`src/rtl/drac_pkg.sv`:
```
// Shared EXE-stage definitions: writeback owners and unit latencies, so the
// execution pipes and the writeback scheduler always agree on timing.
package drac_pkg;

    typedef enum logic [1:0] {
        WB_NONE = 2'd0,
        WB_ALU  = 2'd1,
        WB_MUL  = 2'd2,
        WB_DIV  = 2'd3
    } wb_owner_t;

    localparam int ALU_LAT        = 1;
    localparam int MUL32_LAT      = 1;
    localparam int MUL64_LAT      = 2;
    localparam int MAX_LAT        = MUL64_LAT;
    localparam int WB_SLOTS       = MAX_LAT + 1;
    localparam int SLOT_IDX_W     = $clog2(WB_SLOTS);
    localparam int DIV_STARVE_DEF = 4;

endpackage

```
`src/rtl/wb_slot_shreg.sv`:
```
// Writeback reservation table: entry k names the owner k cycles from now.
// Shifts toward entry 0 every cycle; one owner may be inserted after the shift.
module wb_slot_shreg
    import drac_pkg::*;
(
    input  logic                  clk_i,
    input  logic                  rst_i,
    input  logic                  clear_i,
    input  logic                  ins_en_i,
    input  logic [SLOT_IDX_W-1:0] ins_idx_i,
    input  wb_owner_t             ins_owner_i,
    output wb_owner_t             own_o [WB_SLOTS]
);

    for (genvar gi = 0; gi < WB_SLOTS; gi++) begin : g_slot
        wb_owner_t slot_reg;
        wb_owner_t slot_next;

        if (gi == WB_SLOTS - 1) begin : g_top
            assign slot_next = WB_NONE;
        end else begin : g_mid
            assign slot_next = own_o[gi+1];
        end

        always_ff @(posedge clk_i or posedge rst_i) begin
            if (rst_i) begin
                slot_reg <= WB_NONE;
            end else if (clear_i) begin
                slot_reg <= WB_NONE;
            end else if (ins_en_i && (ins_idx_i == SLOT_IDX_W'(gi))) begin
                slot_reg <= ins_owner_i;
            end else begin
                slot_reg <= slot_next;
            end
        end

        assign own_o[gi] = slot_reg;
    end

endmodule

```
`src/rtl/mul_wb_scheduler.sv`:
```
// Shares the EXE writeback port between ALU, multiplier and divider: reserves
// fixed-latency slots at issue, fills idle slots with the divider, bounds its wait.
module mul_wb_scheduler
    import drac_pkg::*;
#(
    parameter int DIV_STARVE = DIV_STARVE_DEF
) (
    input  logic       clk_i,
    input  logic       rst_i,
    input  logic       kill_i,
    input  logic       issue_valid_i,
    input  logic [1:0] issue_unit_i,
    input  logic       issue_op32_i,
    output logic       issue_ready_o,
    input  logic       div_done_i,
    output logic       div_grant_o,
    output logic [1:0] wb_sel_o,
    output logic       wb_valid_o,
    output logic       div_inflight_o
);

    localparam int STARVE_W = $clog2(DIV_STARVE + 1);

    wb_owner_t             own_q [WB_SLOTS];
    wb_owner_t             issue_unit;
    logic [SLOT_IDX_W-1:0] lat;
    logic                  unit_ok;
    logic                  fixed_lat;
    logic                  block;
    logic                  accept;
    logic                  div_inflight_q;
    logic [STARVE_W-1:0]   starve_cnt_q;

    assign issue_unit = wb_owner_t'(issue_unit_i);
    assign fixed_lat  = (issue_unit == WB_ALU) || (issue_unit == WB_MUL);
    assign block      = (starve_cnt_q >= STARVE_W'(DIV_STARVE));

    always_comb begin
        lat     = '0;
        unit_ok = 1'b1;
        case (issue_unit)
            WB_ALU: begin
                lat     = SLOT_IDX_W'(ALU_LAT);
                unit_ok = (own_q[lat] == WB_NONE) && !block;
            end
            WB_MUL: begin
                lat     = issue_op32_i ? SLOT_IDX_W'(MUL32_LAT) : SLOT_IDX_W'(MUL64_LAT);
                unit_ok = (own_q[lat] == WB_NONE) && !block;
            end
            WB_DIV:  unit_ok = !div_inflight_q;
            default: unit_ok = 1'b1;
        endcase
    end

    assign issue_ready_o = !kill_i && unit_ok;
    assign accept        = issue_valid_i && issue_ready_o;

    // The divider only ever fills a slot nobody reserved.
    assign div_grant_o = div_done_i && div_inflight_q && (own_q[0] == WB_NONE);
    assign wb_sel_o    = (own_q[0] != WB_NONE) ? own_q[0] :
                         (div_grant_o ? WB_DIV : WB_NONE);
    assign wb_valid_o     = (wb_sel_o != WB_NONE);
    assign div_inflight_o = div_inflight_q;

    wb_slot_shreg u_slots (
        .clk_i       (clk_i),
        .rst_i       (rst_i),
        .clear_i     (kill_i),
        .ins_en_i    (accept && fixed_lat),
        .ins_idx_i   (lat - SLOT_IDX_W'(1)),
        .ins_owner_i (issue_unit),
        .own_o       (own_q)
    );

    always_ff @(posedge clk_i or posedge rst_i) begin
        if (rst_i) begin
            div_inflight_q <= 1'b0;
        end else if (kill_i) begin
            div_inflight_q <= 1'b0;
        end else if (accept && (issue_unit == WB_DIV)) begin
            div_inflight_q <= 1'b1;
        end else if (div_grant_o) begin
            div_inflight_q <= 1'b0;
        end
    end

    // Counts cycles a finished divide has been denied; saturates at DIV_STARVE.
    always_ff @(posedge clk_i or posedge rst_i) begin
        if (rst_i) begin
            starve_cnt_q <= '0;
        end else if (kill_i || div_grant_o || !div_done_i) begin
            starve_cnt_q <= '0;
        end else if (!block) begin
            starve_cnt_q <= starve_cnt_q + STARVE_W'(1);
        end
    end

endmodule

```
`config.mk`:
```
export PLATFORM = sky130hd
export DESIGN_NAME = mul_wb_scheduler
export DESIGN_NICKNAME = d
export VERILOG_FILES = /design/src/rtl/drac_pkg.sv /design/src/rtl/wb_slot_shreg.sv /design/src/rtl/mul_wb_scheduler.sv
export SDC_FILE = /design/constraint.sdc
export NUM_CORES = 1
export LEC_CHECK = 0
export ABC_AREA = 1
export CAP_MARGIN = 30
export CORE_AREA = 2 2 41 43
export CTS_BUF_LIST = sky130_fd_sc_hd__clkbuf_8
export DETAILED_ROUTE_END_ITERATION = 12
export DIE_AREA = 0 0 43 45
export PLACE_DENSITY = 0.82
export SYNTH_ARGS = -nofsm -noshare
export SYNTH_HDL_FRONTEND = slang
export SYNTH_SLANG_ARGS = --single-unit
```
`constraint.sdc`:
```
create_clock -name clk_i -period 1.6 [get_ports clk_i]
set_input_delay 0.16 -clock clk_i [delete_from_list [all_inputs] [get_ports clk_i]]
set_output_delay 0.16 -clock clk_i [all_outputs]
set_load 0.03 [all_outputs]
```
==> results of run 1 <==
## layer usage
layer	global-route usage, %	vias up	wire length (um)	share of wire [%]
li1	-	311	-	-
met1	16.7	288	555	37
met2	35.8	20	827	56
met3	5.60	2	85	5.7
met4	6.67	0	19	1.3
met5	0	-	0	0
## per-stage QoR
stage          instance area, sq um  cells  setup TNS, ns
6_report                        941    129              0
5_1_grt                         941    129              0
4_1_cts                         941    129              0
3_5_place_dp                    868    125          -2.11
3_3_place_gp                    868    125          -1.37
2_1_floorplan                   671     88              0
## worst max-delay path by stage
stage,from,endpoint,cells after the start
6_report,issue_unit_i[1],issue_ready_o,9
3_3_place_gp,issue_unit_i[0],u_slots.g_slot[0].slot_next[1],12
5_1_grt,issue_unit_i[1],issue_ready_o,9
3_5_place_dp,issue_unit_i[0],u_slots.g_slot[0].slot_reg[0],12
4_1_cts,issue_unit_i[1],issue_ready_o,9
2_1_floorplan,div_inflight_o,wb_sel_o[0],4
## power by group
group	internal (mW)	switching, mW	leakage [nW]	total [mW]
sequential	0.259	0.00496	0.138	0.264
combinational	0.0648	0.0837	0.323	0.149
clock	0.216	0.0916	0.0288	0.307
## layout by cell type, fill, tap and decap left out, drive strengths merged
cell and count:
dlygate4sd2 2, xor2 1, a21oi 1, nor2 23, inv 19, clkbuf 4, nand2 15, mux2i 1
buf 13, nor3 1, o21ai 2, dfrtp 10, nand4 1, ha 6, nand3 8, clkdlybuf4s50 6
## cells by family (layout without fill, tap and decap cells)
logic type,count (synthesis),count (layout)
adder cells (fa/ha/maj),6,6
AO/OA/AOI/OAI,3,3
multiplexers,1,1
flip-flops,10,10
buffers and inverters,19,44
AND/OR/NAND/NOR,48,48
XOR/XNOR,1,1
## layout make-up
| type | instances | area [sq um] | area share, % |
|---|---|---|---|
| multi-input combinational | 59 | 365 | 38.8 |
| sequential | 10 | 250 | 26.6 |
| timing repair buffer | 21 | 179 | 19.0 |
| inverter | 19 | 71.3 | 7.58 |
| clock buffer | 4 | 55.1 | 5.85 |
| tap | 16 | 20.0 | 2.13 |
## worst max-delay path, cell delays in order
cell and delay [ns]:
sky130_fd_sc_hd__dlygate4sd2_1 0.25, sky130_fd_sc_hd__buf_4 0.14, sky130_fd_sc_hd__ha_1 0.20, sky130_fd_sc_hd__inv_1 0.08, sky130_fd_sc_hd__nor2_2 0.04, sky130_fd_sc_hd__nand2_1 0.07, sky130_fd_sc_hd__nand3_2 0.08, sky130_fd_sc_hd__a21oi_2 0.17
sky130_fd_sc_hd__buf_6 0.15
==> results.sh, run 1 <==
export IMPL_status="completed"
export IMPL_synth_top_family_by_area="simple AND/OR/NAND/NOR gates"
export IMPL_startpoint_type="primary input"
export IMPL_min_period_ns=1.49
export IMPL_synth_area_in_compound_gates_pct=2.28
export IMPL_avgSynthCellArea_sq_um=7.49
export IMPL_ys_types=17
export IMPL_report_power_total_mw=0.720
export IMPL_i_o_pin_count=14
export IMPL_synthesis_instances=88
export IMPL_total_clock_sinks=10
export IMPL_rsz_0062_raised_after_global_routing="false"
export IMPL_sequential_fraction_of_the_synthesis_area_pct=38.0
export IMPL_synthesis_yosys_warnings=0
export IMPL_post_synth_top_count_cell="sky130_fd_sc_hd__nor2_1"
export IMPL_final_antenna_net_count=0
export IMPL_die_w_um=43
export IMPL_largest_reg_flops=4
export IMPL_netlist_area_leader_share_pct=38.0
export IMPL_synthSimpleGateAreaFrac_pct=34.7
export IMPL_number_of_maximum_capacitance_constraint_violations=0
export IMPL_h_tree_depth=1
export IMPL_diodes_inserted=0
export IMPL_clk_pin_slew_ns=0.05
export IMPL_netlist_top_cells_count="sky130_fd_sc_hd__nor2_1 (20), sky130_fd_sc_hd__inv_1 (18), sky130_fd_sc_hd__nand2_1 (12), sky130_fd_sc_hd__dfrtp_1 (10), sky130_fd_sc_hd__ha_1 (6)"
export IMPL_post_route_util_pct=63.9
export IMPL_rr_endpoint="u_slots.g_slot[0].slot_reg[0]"
export IMPL_multiplexer_area_fraction_after_synthesis_pct=1.52
export IMPL_reg2reg_setup_slack_ns=0.26
export IMPL_dp_hpwl_mm=1.24
export IMPL_synth_cell_area_sq_um=659
export IMPL_worstSetupPathType="primary input to output pin"
export IMPL_post_cts_setup_driven_buffer_insertion_count=0
export IMPL_netlist_top_cell_by_area="sky130_fd_sc_hd__dfrtp_1"
export IMPL_postSynth_asyncResetShare_pct=100
export IMPL_grt_pass1_vias=652
export IMPL_ys_seq_elements=10
export IMPL_clockBufferDepth=2
export IMPL_initial_core_util_pct=44.8
export IMPL_clock_skew_after_layout_ns=0.00686
export IMPL_ctsRootBufferMaster="sky130_fd_sc_hd__clkbuf_8"
export IMPL_slew_headroom_pct=75.3
export IMPL_timing_worst_slew_pin_value_ns=0.370
export IMPL_drt_first_iter_violations=11
export IMPL_place_congestion=0.981
export IMPL_fraction_of_synthesized_cell_area_in_xor_and_xnor_cells_pct=1.33
export IMPL_grt_start_max_net_pins=11
export IMPL_drc=0
export IMPL_antenna_found_initial=0
export IMPL_cellPowerDensity_nw_per_um2=765
export IMPL_place_worst_setup_slack_ns=-0.337
export IMPL_min_delay_path_class="primary input to async pin"
export IMPL_vias_per_cell=4.81
export IMPL_power_leakage_nw=0.490
export IMPL_std_cell_rows=14
export IMPL_final_layout_size_suffix_gt1_share_pct=28.3
export IMPL_achievable_frequency_ghz=0.672
export IMPL_syn_num_nets=102
export IMPL_dr_total_vias=621
export IMPL_peakVddDrop_v=0.000889
export IMPL_timing_critical_path_arrival_ns=1.33
export IMPL_layout_nets=128
export IMPL_die_y_um=45
export IMPL_synthToLayoutAreaGrowth_pct=42.7
export IMPL_detail_route_wirelength_mm=1.49
export IMPL_required_ns=1.44
export IMPL_core_area_sq_um=1470
export IMPL_timing_critical_path_fanout_max=3
export IMPL_grt_usage_pct=17.8
export IMPL_grt_first_pass_wirelength_mm=2.49
export IMPL_timing_final_crit_share_pct=93.0
export IMPL_worst_r2r_path_depth=8
export IMPL_floorplan_die_area_sq_um=1940
export IMPL_number_of_input_and_output_port_buffers_inserted=13
export IMPL_setup_worst_path_end_class="output pin"
export IMPL_detail_route_wl_per_cell_um=11.5
export IMPL_cts_tree="yes"
export IMPL_setup_violations_final=0
export IMPL_timing_rr_start="starve_cnt_q[2]"
export IMPL_setup_ws_ns=0.111
export IMPL_tritonroute_pass_1_iters=3
export IMPL_grt_overflow_total=0
export IMPL_maxSlewViolCount=0
export IMPL_ys_top_cells_by_area="sky130_fd_sc_hd__dfrtp_1 (38%), sky130_fd_sc_hd__ha_1 (11%), sky130_fd_sc_hd__nor2_1 (11%)"
export IMPL_cts_hold_buffers_added=0
export IMPL_report_final_hold_viol_count=0
export IMPL_yosys_area_share_adder_pct=11.4
export IMPL_count_of_flip_flops_with_a_built_in_enable_after_synthesis=0
export IMPL_cts_resized_gates=7
export IMPL_smallest_hold_slack_ns=0.200
export IMPL_clkLatencyLatePin_ns=0.23
export IMPL_cts_made_buffers=3
export IMPL_dominantRegCellSynth="sky130_fd_sc_hd__dfrtp_1"
export IMPL_layout_filler_cells=137
No activity file was read; power rests on OpenSTA's default activity.
==> run 2: changes to the inputs <==
==> constraint.sdc (replaced) <==
create_clock -name clk_i -period 1.6 [get_ports clk_i]
set_input_delay 0.32 -clock clk_i [delete_from_list [all_inputs] [get_ports clk_i]]
set_output_delay 0.32 -clock clk_i [all_outputs]
set_load 0.03 [all_outputs]
==> run 2 against run 1 <==
Against the previous run:
- combinational power is 10% higher
- largest cell class unchanged
- first-iteration DRC count is 55% lower
- clock-buffer cell count stayed put
==> results.sh, run 2 (synthesis gave the netlist of run 1 again) <==
export IMPL_ctsRootBufferMaster="sky130_fd_sc_hd__clkbuf_8"
export IMPL_layout_filler_cells=129
export IMPL_post_route_util_pct=68.9
export IMPL_setup_worst_path_end_class="output pin"
export IMPL_drc=0
export IMPL_cellPowerDensity_nw_per_um2=746
export IMPL_min_delay_path_class="primary input to async pin"
export IMPL_final_antenna_net_count=0
export IMPL_antenna_found_initial=0
export IMPL_die_y_um=45
export IMPL_seq_power_share_pct=34.9
export IMPL_slew_headroom_pct=74.4
export IMPL_grt_first_pass_wirelength_mm=2.74
export IMPL_report_final_hold_viol_count=0
export IMPL_synthToLayoutAreaGrowth_pct=53.7
export IMPL_global_route_usage_met3_pct=2.40
export IMPL_layout_nets=130
export IMPL_rsz_0062_raised_after_global_routing="false"
export IMPL_grt_overflow_total=0
export IMPL_required_ns=1.28
export IMPL_power_switching_mw=0.206
export IMPL_grt_usage_pct=19.9
export IMPL_std_cell_rows=14
export IMPL_grt_met1_usage_pct=20.7
export IMPL_timing_critical_path_arrival_ns=1.22
export IMPL_clock_skew_after_layout_ns=0.00660
export IMPL_timing_final_crit_share_pct=96.1
export IMPL_min_period_ns=1.54
export IMPL_setup_violations_final=0
export IMPL_netSwitchingFraction_pct=27.2
export IMPL_tritonroute_pass_1_iters=2
export IMPL_placed_area_sq_um=873
export IMPL_initial_core_util_pct=44.8
export IMPL_maxSlewViolCount=0
export IMPL_status="completed"
export IMPL_number_of_maximum_capacitance_constraint_violations=0
export IMPL_drt_first_iter_violations=5
export IMPL_clockBufferDepth=2
export IMPL_cellInternalPower_mw=0.550
export IMPL_cts_hold_buffers_added=0
export IMPL_worstSetupPathType="primary input to output pin"
export IMPL_vias_per_cell=4.90
export IMPL_detail_route_wirelength_mm=1.57
export IMPL_achievable_frequency_ghz=0.650
export IMPL_post_place_cells=125
export IMPL_clk_pin_slew_ns=0.05
export IMPL_dr_total_vias=642
export IMPL_cts_made_buffers=3
export IMPL_startpoint_type="primary input"
export IMPL_power_share_clock_pct=43.3
export IMPL_die_w_um=43
export IMPL_i_o_pin_count=14
export IMPL_dp_hpwl_mm=1.18
export IMPL_detail_route_wl_per_cell_um=12.0
export IMPL_timing_worst_slew_pin_value_ns=0.383
export IMPL_number_of_input_and_output_port_buffers_inserted=13
export IMPL_floorplan_die_area_sq_um=1940
export IMPL_clkLatencyLatePin_ns=0.24
export IMPL_grt_start_max_net_pins=11
export IMPL_grt_busiest_layer="met2"
export IMPL_final_cell_area_sq_um=1010
export IMPL_total_clock_sinks=10
export IMPL_layout_commonest_cell="sky130_fd_sc_hd__nor2_1"
export IMPL_power_leakage_nw=0.514
export IMPL_final_layout_size_suffix_gt1_share_pct=36.5
export IMPL_timing_critical_path_fanout_max=4
export IMPL_gr_usage_met2_pct=38.8
export IMPL_largest_reg_flops=4
export IMPL_smallest_hold_slack_ns=0.363
export IMPL_core_area_sq_um=1470
export IMPL_power_combinational_fraction_pct=21.8
export IMPL_cts_tree="yes"
export IMPL_final_cell_mix="sky130_fd_sc_hd__nor2_1 (19), sky130_fd_sc_hd__inv_1 (15), sky130_fd_sc_hd__nand2_1 (10), sky130_fd_sc_hd__buf_4 (10), sky130_fd_sc_hd__dfrtp_1 (9)"
export IMPL_final_instance_count_excl_fill=131
export IMPL_place_congestion=0.947
export IMPL_grt_pass1_vias=648
export IMPL_h_tree_depth=1
export IMPL_peakVddDrop_v=0.000639
export IMPL_diodes_inserted=0
-- run 2: worst max-delay path: stages --
cell	delay, ns
sky130_fd_sc_hd__buf_6	0.08
sky130_fd_sc_hd__inv_4	0.05
sky130_fd_sc_hd__ha_4	0.27
sky130_fd_sc_hd__inv_2	0.05
sky130_fd_sc_hd__nor2_4	0.10
sky130_fd_sc_hd__nand3_4	0.07
sky130_fd_sc_hd__a21oi_2	0.13
sky130_fd_sc_hd__buf_6	0.14
-- run 2: layout make-up --
| cell class | count | area, sq um | area share (%) |
|---|---|---|---|
| multi-input combinational | 59 | 403 | 39.8 |
| inverter | 19 | 73.8 | 7.28 |
| timing repair buffer | 23 | 210 | 20.7 |
| clock buffer | 4 | 55.1 | 5.43 |
| sequential | 10 | 251 | 24.8 |
| tap | 16 | 20.0 | 1.98 |
-- run 2: timing repair --
item                                    4_1_cts  5_1_grt
endpoints found under the setup margin       13        3
resized for setup                            25        6
buffers inserted                              2        0
pin swaps                                     5        5
-- run 2: worst paths after layout --
path / from / to / slack, ns / depth (start not counted)
max in group asynchronous: rst_i / div_inflight_o / 0.94 / 2
hold reg to reg: u_slots.g_slot[1].slot_next[0] / u_slots.g_slot[0].slot_next[0] / 0.51 / 2
setup / recovery: issue_unit_i[0] / issue_ready_o / 0.06 / 8
hold / removal: rst_i / u_slots.g_slot[0].slot_next[0] / 0.36 / 2
setup reg to reg: starve_cnt_q[2] / u_slots.g_slot[0].slot_next[0] / 0.17 / 9
min in group clk_i: issue_unit_i[0] / u_slots.g_slot[1].slot_next[0] / 0.44 / 4
-- run 2: power groups by stage --
stage               Combinational (mW)  Sequential (mW)  Clock, mW
floorplan                       0.0776            0.270          0
global placement                 0.135            0.267          0
detailed placement               0.140            0.268          0
CTS                              0.157            0.264      0.325
global route                     0.179            0.265      0.341
finish                           0.164            0.264      0.327
-- run 2: metrics by stage --
| step | total power [mW] | TNS [ns] | setup WS (ns) |
|---|---|---|---|
| finish | 0.756 | 0 | 0.0620 |
| detailed placement | 0.408 | -3.95 | -0.489 |
| floorplan | 0.347 | -0.0542 | -0.0271 |
| CTS | 0.747 | 0 | 0.00660 |
| global placement | 0.403 | -3.52 | -0.452 |
| global route | 0.785 | 0 | 0.0109 |
-- run 2: layer usage --
metal | share of wire (%) | wire, um
met5 | 0 | 0
met4 | 2.0 | 31
met3 | 3.2 | 51
met2 | 54 | 854
met1 | 40 | 636
==> run 3: changes to the inputs <==
- GPL_ROUTABILITY_DRIVEN: unset -> 0
- RECOVER_POWER: unset -> 25
- SLEW_MARGIN: unset -> 20
==> run 3 against run 2 <==
Against the previous run:
- final area is the same
- highest routed layer unchanged
- sequential power hardly changed
- critical path depth unchanged
- die area did not move
==> results.sh, run 3 (synthesis gave the netlist of run 1 again) <==
export IMPL_initial_core_util_pct=44.8
export IMPL_required_ns=1.28
export IMPL_timing_rr_start="starve_cnt_q[2]"
export IMPL_setup_worst_path_end_class="output pin"
export IMPL_setup_tns_ns=0
export IMPL_grt_first_pass_wirelength_mm=2.74
export IMPL_diodes_inserted=0
export IMPL_i_o_pin_count=14
export IMPL_cellPowerDensity_nw_per_um2=746
export IMPL_number_of_maximum_capacitance_constraint_violations=0
export IMPL_layout_commonest_cell="sky130_fd_sc_hd__nor2_1"
export IMPL_critical_path_max_stage_delay_ns=0.27
export IMPL_hold_path_startpoint="issue_unit_i[0]"
export IMPL_detail_route_wirelength_mm=1.58
export IMPL_floorplan_die_area_sq_um=1940
export IMPL_dr_total_vias=640
export IMPL_timing_critical_path_fanout_max=4
export IMPL_vias_per_cell=4.89
export IMPL_rsz_0062_raised_after_global_routing="false"
export IMPL_layout_nets=130
export IMPL_clkLatencyLatePin_ns=0.24
export IMPL_cp_cell_sequence="buf_6 -> inv_4 -> ha_4 -> inv_2 -> nor2_4 -> nand3_4 -> a21oi_2 -> buf_6"
export IMPL_min_period_ns=1.54
export IMPL_grt_start_max_net_pins=11
export IMPL_cp_common_cell="sky130_fd_sc_hd__buf_6"
export IMPL_grt_overflow_total=0
export IMPL_timing_critical_path_arrival_ns=1.22
export IMPL_report_power_total_mw=0.756
export IMPL_dp_hpwl_mm=1.18
export IMPL_tritonroute_pass_1_iters=2
export IMPL_setup_violations_final=0
export IMPL_timing_worst_slew_pin_value_ns=0.383
export IMPL_worstSetupPathType="primary input to output pin"
export IMPL_antenna_found_initial=0
export IMPL_number_of_input_and_output_port_buffers_inserted=13
export IMPL_startpoint_type="primary input"
export IMPL_reg2reg_setup_slack_ns=0.17
export IMPL_drt_first_iter_violations=5
export IMPL_min_delay_path_class="primary input to flip-flop"
export IMPL_power_leakage_nw=0.515
export IMPL_drc=0
export IMPL_worst_r2r_path_depth=9
export IMPL_report_final_hold_viol_count=0
export IMPL_cts_tree="yes"
export IMPL_grt_usage_pct=19.9
export IMPL_slew_headroom_pct=74.4
export IMPL_worst_path_cell_with_the_longest_stage_delay="sky130_fd_sc_hd__ha_4"
export IMPL_detail_route_wl_per_cell_um=12.0
export IMPL_synthToLayoutAreaGrowth_pct=53.7
export IMPL_timing_final_crit_share_pct=96.1
export IMPL_largest_reg_flops=4
export IMPL_rr_endpoint="u_slots.g_slot[0].slot_next[0]"
export IMPL_final_layout_size_suffix_gt1_share_pct=36.5
export IMPL_peakVddDrop_v=0.000639
export IMPL_die_y_um=45
export IMPL_total_clock_sinks=10
export IMPL_clk_pin_slew_ns=0.05
export IMPL_cts_hold_buffers_added=0
export IMPL_maxSlewViolCount=0
export IMPL_core_area_sq_um=1470
export IMPL_ctsRootBufferMaster="sky130_fd_sc_hd__clkbuf_8"
export IMPL_clock_skew_after_layout_ns=0.00660
export IMPL_timing_hold_worst_endpoint="u_slots.g_slot[1].slot_next[0]"
export IMPL_grt_pass1_vias=648
export IMPL_std_cell_rows=14
export IMPL_smallest_hold_slack_ns=0.437
export IMPL_achievable_frequency_ghz=0.650
export IMPL_h_tree_depth=1
export IMPL_cts_made_buffers=3
export IMPL_clockBufferDepth=2
export IMPL_final_cell_mix="sky130_fd_sc_hd__nor2_1 (19), sky130_fd_sc_hd__inv_1 (15), sky130_fd_sc_hd__nand2_1 (10), sky130_fd_sc_hd__buf_4 (10), sky130_fd_sc_hd__dfrtp_1 (9)"
export IMPL_final_antenna_net_count=0
export IMPL_worstHoldPathCells=4
export IMPL_status="completed"
export IMPL_die_w_um=43
run 3: cell types whose count changed in the layout (fill, tap and decap cells not counted):
| cell | change |
|---|---|
| sky130_fd_sc_hd__clkdlybuf4s50_1 | -1 |
| sky130_fd_sc_hd__dlygate4sd3_1 | +1 |
run 3: worst max path at each step:
| stage | startpoint | slack [ns] | end | cells past startpoint |
|---|---|---|---|---|
| finish | issue_unit_i[0] | 0.06 | issue_ready_o | 8 |
| global route | issue_unit_i[0] | 0.01 | issue_ready_o | 8 |
| CTS | issue_unit_i[0] | 0.007 | issue_ready_o | 8 |
| detailed placement | issue_unit_i[0] | -0.49 | u_slots.g_slot[0].slot_next[0] | 12 |
| global placement | issue_unit_i[0] | -0.45 | issue_ready_o | 8 |
| floorplan | div_inflight_o | -0.03 | wb_sel_o[0] | 4 |
run 3: report_power, final:
part           internal [mW]  switching, mW
Sequential             0.259        0.00552
Combinational         0.0738         0.0902
Clock                  0.217          0.110
run 3: worst max-delay path: cells and delay by family:
family | cells | cell delay, ns
buf+inv | 4 | 0.32
fa+ha+maj | 1 | 0.27
simple gates | 2 | 0.17
compound gates | 1 | 0.13
run 3: final cells by class:
| type | instances | area, sq um |
|---|---|---|
| inverters | 19 | 73.8 |
| flip-flops and latches | 10 | 251 |
| multi-input cells | 59 | 403 |
| clock buffers | 4 | 55.1 |
| repair buffers | 23 | 210 |
| fillers | 129 | 458 |
| well taps | 16 | 20.0 |
run 3: through the flow:
step | worst slack [ns] | utilization (%) | cell area (sq um) | instances
after floorplan | -0.0271 | - | 676 | 88
after global placement | -0.452 | 59.4 | 873 | 125
after detailed placement | -0.489 | 59.4 | 873 | 125
after CTS | 0.00660 | 67.3 | 991 | 131
after global routing | 0.0109 | 68.9 | 1010 | 131
final | 0.0620 | 68.9 | 1010 | 131
run 3: timing repair:
action                     CTS  global route
resized for setup           25             6
setup buffers                2             0
pin swaps                    5             5
setup endpoints to repair   13             3
run 3: routing by layer:
layer  up-vias  global-route usage (%)  share of wire (%)
li1        319                       -                  -
met1       303                    20.7                 40
met2        16                    38.8                 54
met3         2                    2.40                3.2
met4         0                    10.9                2.0
met5         -                       0                  0
